[src/rtl/imem_loader.sv]
// imem_loader: parses a length-prefixed byte stream into 16-bit instruction-memory writes
module imem_loader #(
    parameter int DEPTH = 256,
    parameter int AW    = 8
) (
    input  logic          clk,
    input  logic          rst_n,
    input  logic          in_valid,
    input  logic [7:0]    in_data,
    output logic          in_ready,
    input  logic          reload,
    output logic          imem_we,
    output logic [AW-1:0] imem_addr,
    output logic [15:0]   imem_wdata,
    output logic          cpu_run,
    output logic          busy,
    output logic          err
);
    typedef enum logic [2:0] {LEN_HI, LEN_LO, DATA_HI, DATA_LO, WRITE, DONE, ERR} state_t;
    state_t state, nextState;
    logic [7:0]  lenHi, hiByte;
    logic [15:0] wordCount;
    logic [16:0] wordIdx;
    logic [16:0] lenIn;
    logic        xfer, lastWord;
    assign xfer     = in_valid && in_ready;
    assign lenIn    = {1'b0, lenHi, in_data};
    assign lastWord = (wordIdx + 17'd1) == {1'b0, wordCount};
    // state register; reset abandons any load in progress
    always_ff @(posedge clk or negedge rst_n) begin
        if (!rst_n) state <= LEN_HI;
        else        state <= nextState;
    end
    // next-state: byte transfers advance the parser, WRITE always lasts one cycle
    always_comb begin
        nextState = state;
        case (state)
            LEN_HI:  if (xfer) nextState = LEN_LO;
            LEN_LO:  if (xfer) nextState = (lenIn == 17'd0) ? DONE : (lenIn > 17'(DEPTH)) ? ERR : DATA_HI;
            DATA_HI: if (xfer) nextState = DATA_LO;
            DATA_LO: if (xfer) nextState = WRITE;
            WRITE:   nextState = lastWord ? DONE : DATA_HI;
            DONE:    if (reload) nextState = LEN_HI;
            default: nextState = state;
        endcase
    end
    // captured length/bytes, word index, and the held write address/data
    always_ff @(posedge clk or negedge rst_n) begin
        if (!rst_n) begin
            lenHi      <= '0;
            hiByte     <= '0;
            wordCount  <= '0;
            wordIdx    <= '0;
            imem_addr  <= '0;
            imem_wdata <= '0;
        end else begin
            if (state == LEN_HI && xfer) lenHi <= in_data;
            if (state == LEN_LO && xfer) wordCount <= {lenHi, in_data};
            if (state == DATA_HI && xfer) hiByte <= in_data;
            if (state == DATA_LO && xfer) begin
                imem_addr  <= wordIdx[AW-1:0];
                imem_wdata <= {hiByte, in_data};
            end
            if (state == WRITE) wordIdx <= wordIdx + 17'd1;
            if (state == DONE && reload) wordIdx <= '0;
        end
    end
    // status and strobe outputs decode directly from the state
    always_comb begin
        in_ready = (state == LEN_HI) || (state == LEN_LO) || (state == DATA_HI) || (state == DATA_LO);
        busy     = (state == LEN_LO) || (state == DATA_HI) || (state == DATA_LO) || (state == WRITE);
        imem_we  = state == WRITE;
        cpu_run  = state == DONE;
        err      = state == ERR;
    end
endmodule
[config.mk]
export PLATFORM = sky130hd
export DESIGN_NAME = imem_loader
export DESIGN_NICKNAME = d
export VERILOG_FILES = /design/src/rtl/imem_loader.sv
export SDC_FILE = /design/constraint.sdc
export NUM_CORES = 1
export LEC_CHECK = 0
export ABC_AREA = 1
export BUFFER_PORTS_ARGS = -buffer_cell sky130_fd_sc_hd__buf_4
export CAP_MARGIN = 20
export CORE_UTILIZATION = 60
export DETAILED_ROUTE_END_ITERATION = 6
export GPL_TIMING_DRIVEN = 0
export PLACE_DENSITY = 0.81
export SLEW_MARGIN = 5
export SYNTH_ARGS = -nofsm -noshare
export SYNTH_HDL_FRONTEND = slang
export SYNTH_SLANG_ARGS = --single-unit
[constraint.sdc]
create_clock -name clk -period 3.75 [get_ports clk]
set_input_delay 0.1875 -clock clk [delete_from_list [all_inputs] [get_ports clk]]
set_output_delay 0.1875 -clock clk [all_outputs]
set_load 0.01 [all_outputs]
* Word level (Yosys, flattened, before mapping) *
Index checks and enable logic that the tools add are counted.

word-level totals
  register bits after elaboration = 76
  bits in latches = 0
  memory bits (writable) = 0
  memory bits (read-only) = 0
  output and inout bits = 29
  logic and storage cells = 49
  memories kept = 0

cells by class
  add/subtract/negate cells = 1
  multiply operators = 0
  div/mod/pow operators = 0
  magnitude comparators = 1
  equality and inequality tests = 12
  shift-type cells = 0
  mux-type cells = 11
  bitwise operators = 0
  reduce and logical (&&, ||, !) cells = 17

operators with widths
  kind                                                                               count
  17-bit 2-to-1 mux                                                                  2
  3-bit 2-to-1 mux                                                                   8
  3-bit case mux with 6 select lines                                                 1
  17-bit by 1-bit adder with 17-bit output (second input constant)                   1
  17-bit by 16-bit == test with 1-bit output                                         1
  17-bit zero test                                                                   1
  16-bit by 9-bit greater-than comparator with 1-bit output (second input constant)  1
  2-bit inequality test (second input constant)                                      5
  3-bit == test (second input constant)                                              3
  3-bit by 2-bit == test with 1-bit output (second input constant)                   2
  1-bit logical AND                                                                  6
  1-bit logical OR                                                                   6
  6-bit AND reduction                                                                1
  6-bit nonzero test                                                                 1
  3-bit by 1-bit == test with 1-bit output (second input constant)                   1
  3-bit zero test                                                                    1
  2-bit nonzero test                                                                 1

* Logic depth before layout (Yosys ltp) *
  depth after elaboration = 7
  gate-level depth with buffers = 17
  depth with buffers taken out = 17

* Worst setup path after synthesis *
No wires, ideal clock.

  path type = register to register
  start point = register wordIdx[0]
  end point = register state[1]
  library setup time = 116 ps
  arrival = 1,613 ps
  data required time = 3,634 ps
  slack = 2,021 ps
  stages on the path, launching flop included = 18
  cell sequence = dfrtp_1 > ha_1 > nand2_1 > nor2_4 > nand2_1 > clkinv_1 > nand2_1 > nand2_1 > nand2_1 > nand2_1 > inv_1 > nand2_1 > nor2_1 > nand3_1 > nand2_1 > nand2_1 > nand2_1 > nand2_1

between the ends
  longest elaborated chain between the ends = 4

RTL lines
  what                                        RTL line  source
  start, declared                             23        logic [16:0] wordIdx;
  start signal, assigned                      64        if (state == WRITE) wordIdx <= wordIdx + 17'd1;
  17-bit by 1-bit adder with 17-bit output    28        assign lastWord = (wordIdx + 17'd1) == {1'b0, wordCount};
  17-bit by 16-bit == test with 1-bit output  28
  3-bit 2-to-1 mux                            42        WRITE: nextState = lastWord ? DONE : DATA_HI;
  3-bit case mux with 6 select lines          37        case (state)
  end signal, assigned                        32        else state <= nextState;
  end, declared                               20        state_t state, nextState;

No other way between the ends.
A chain may end at the register's enable or synchronous reset.

* Final worst setup path *
  start point = register state[1]
  end point = output port busy

between the ends
  longest elaborated chain between the ends = 4
  elaborated cells between the ends (all ways) = 7
  classes of those cells = eq/ne (4); reduce/logical (3)

RTL lines
  what                                                                                                  RTL line  source
  3-bit by 1-bit == test with 1-bit output or 3-bit by 2-bit == test with 1-bit output (tied branches)  71        busy = (state == LEN_LO) || (state == DATA_HI) || (state == DATA_LO) || (state == WRITE);
  1-bit logical OR (2 in a row)                                                                         71
  1-bit logical OR (*)                                                                                  71
  end, declared                                                                                         16        output logic busy,

Mark *: on every way between the ends. The rest lies on a longest branch, timed or not.

==> impl_results.md <==
- F_max: 446 MHz
- Skew final: 0.00759 ns
- Worst Max-Slew Pin Slew: 0.947 ns
- Number of max-cap violations: 0
- ANT nets after route: 0
- Distinct cells, synth: 29
- Chip Width: 80.6 um
- Mapped Avg Cell Area: 7.99 um^2
- # hold bufs at CTS: 0
- Failing checks: negative hold slack
- Fin nets: 528
- Status: finished with violations
- Crit. Startpoint: state[1]$_DFFE_PN0P_
- Core Area: 0.00596 mm^2
- Worst-path clk slew: 0.08 ns
- Layout cells sized above 1: 0.152
- Leakage: 2.35 nW
- Placed insts: 579
- TritonRoute pass-1 iters: 5
- Avg Vias per Cell: 5.57
- Layout Area Growth over Synthesis: 15.8%
- Reg2Reg Depth: 8
- Post-CTS sizing: 0
- Initial Utilization: 0.623
- Num CTS Buffers: 9
- Final WL: 8970 um
- Clock Tree Buf Depth: 2
- Tmin final: 2.24 ns
- Antenna violations before repair: 0
- WL per Instance: 15.1 um
- Initial DRC Count: 344
- Ant. Diodes: 0
- Pwr Density: 343 mW/mm^2
- DRC viols: 0
- Netlist Area Pre-Place: 0.00371 mm^2
- IO Port Bufs: 40
- Final Total Pwr: 1.47 mW
- Rows: 28
- Multi-input gate area: 0.00155 mm^2
- Clk root buf: clkbuf_8
- First-pass GRT wire length: 14,700 um
- Endpoints failing setup: 0
- Top fanout value on the critical path: 10
- YS warnings: 0
- Die Ht: 80.6 um
- TritonCTS clock tree: done
- DP HPWL: 6320 um
- Gr usage total: 0.310
- RSZ-0062 raised after global routing: false
- Clk_lat worst skew: 0.35 ns
- CP Data Required Time: 3.56 ns
- Final Cycle Share: 0.599
- Reg area: 0.00190 mm^2
- Crit. End Element: output port
- Startpoint type of the worst setup path: flop
- Clock Sinks: 76
- Count of pins over their slew limit: 0
- Fin. Hold Viols: 35
- Routability Congestion: 0.876
- Final cell count without fillers: 595
- Sequential area share after synthesis: 0.513
- Hold slack: -0.0302 ns
- Pin count of the biggest net entering global routing: 77
- Post-route cell area: 0.00429 mm^2
- Setup bufs post-CTS: 0
- Max rail drop VDD: 290 uV
- Fin Setup TNS: 0 ns
- Number of synthesized register bits: 76
- Full die area: 0.00650 mm^2
- Total number of vias: 3,316
- Synth Net Count: 477
- Relative slew slack: 0.369
- Worst Hold Class: in -> async
- CP Class: reg -> out
- Reg2Reg Launch Point: state[1]$_DFFE_PN0P_
- Crit path DAT: 2.06 ns
- Grt ovf: 0
- Vias in the first global route: 3,130
- Fillcell total: 469
- Io pins: 41
- Area post-placement: 0.00410 mm^2
- Cells after synthesis: 464
- CTS H-Tree Depth: 3
cell families (layout without fill, tap and decap cells):
group / after synthesis / in the layout / synth area share
fa+ha+maj: 1 / 1 / 0.00337
flops: 76 / 76 / 0.513
mux: 8 / 8 / 0.0243
simple gates: 234 / 234 / 0.274
buf+inv: 67 / 123 / 0.0681
xor+xnor: 5 / 5 / 0.0138
compound gates: 73 / 73 / 0.104
registers in the layout, indices dropped and copies added (netlist names):
name,flops
wordIdx,17
wordCount,16
imem_addr,8
state,3
hiByte,8
imem_wdata,16
lenHi,8
worst max-delay path: stages (launching register included):
cell and delay, ns:
dfrtp_1 0.32, clkbuf_1 0.27, nor2_1 0.12, inv_1 0.09, nor2_1 0.05, inv_1 0.12
clkbuf_1 0.47, nand2_1 0.10, buf_4 0.17
layer usage:
layer | wire length, um | vias up | track usage
met5 | 0 | - | 0
met3 | 531 | 27 | 0.0511
met1 | 3880 | 1565 | 0.394
met4 | 251 | 0 | 0.161
li1 | - | 1607 | -
met2 | 4310 | 117 | 0.508
placed cells by master (no fill, tap or decap), types with 2 or more instances in the layout:
cell        Yosys  final
nor3_1          3      3
dfrtp_1        76     76
o21ai_1         3      3
nor2_1         26     26
nand4_1         9      9
nand3_1        35     35
clkinvlp_4      0      2
nand2_2         3      3
clkbuf_1       11     12
nand3b_1        6      6
inv_2           4      4
clkinv_1        3      3
xor2_1          3      3
buf_4           0     40
mux2_2          8      8
nand2_1       143    143
clkinv_2        0      2
a21oi_1         4      4
nor2_2          3      3
inv_1          47     47
o21ai_0        54     54
clkbuf_8        0      9
and2_1          2      2
o22ai_1        10     10
nor2_4          3      3
cell type report:
cell class	count	area share
plain buffers	13	0.0117
clock buffers	10	0.0297
clock inverters	6	0.0149
inverters	54	0.0472
multi-input cells	321	0.362
flip-flops and latches	76	0.443
well taps	75	0.0219
repair buffers	40	0.0699
metrics by stage:
step / utilization / setup WS, ns
6_report: 0.721 / 1.51
5_1_grt: 0.721 / 1.29
4_1_cts: 0.721 / 1.50
3_5_place_dp: 0.689 / 1.64
3_3_place_gp: 0.689 / 1.68
2_1_floorplan: - / 2.02
synth_stat cells:
cell type,number,area (um^2)
or2_2,1,6.26
a21oi_1,4,20.0
nor2_4,3,33.8
nor3_1,3,15.0
nor2_2,3,18.8
nand4_1,9,56.3
o211ai_1,1,7.51
o21ai_1,3,15.0
dfrtp_1,76,1900
clkinv_1,3,11.3
o2111ai_1,1,8.76
xnor2_1,1,8.76
o22ai_1,10,62.6
ha_1,1,12.5
nor2_1,26,97.6
inv_2,4,15.0
buf_2,1,5.00
and2_1,2,12.5
o21ai_0,54,270
nand3_1,35,175
nand3b_1,6,45.0
clkbuf_1,11,41.3
inv_1,47,176
xor2_1,3,26.3
buf_1,1,3.75
nand2_1,143,537
mux2_2,8,90.1
nand2_2,3,18.8
xor2_2,1,16.3
power breakdown:
part | total [mW] | switching, mW | leakage [nW] | internal (mW)
clock network | 0.623 | 0.315 | 0.0927 | 0.308
registers | 0.819 | 0 | 0.953 | 0.819
logic | 0.0333 | 0.0252 | 1.30 | 0.00807
total | 1.47 | 0.340 | 2.35 | 1.13
worst paths after layout:
check / slack [ns] / endpoint
worst max-delay path: 1.51 / busy
worst min-delay path: -0.03 / imem_addr[4]$_DFFE_PN0P_
worst max register to register: 1.55 / wordIdx[8]$_DFFE_PN0P_
worst min register to register: 0.49 / lenHi[6]$_DFFE_PN0P_
max in group asynchronous: 3.16 / hiByte[5]$_DFFE_PN0P_
min in group clk: 0.14 / wordCount[11]$_DFFE_PN0P_
Power figures use the tool's default switching activity.
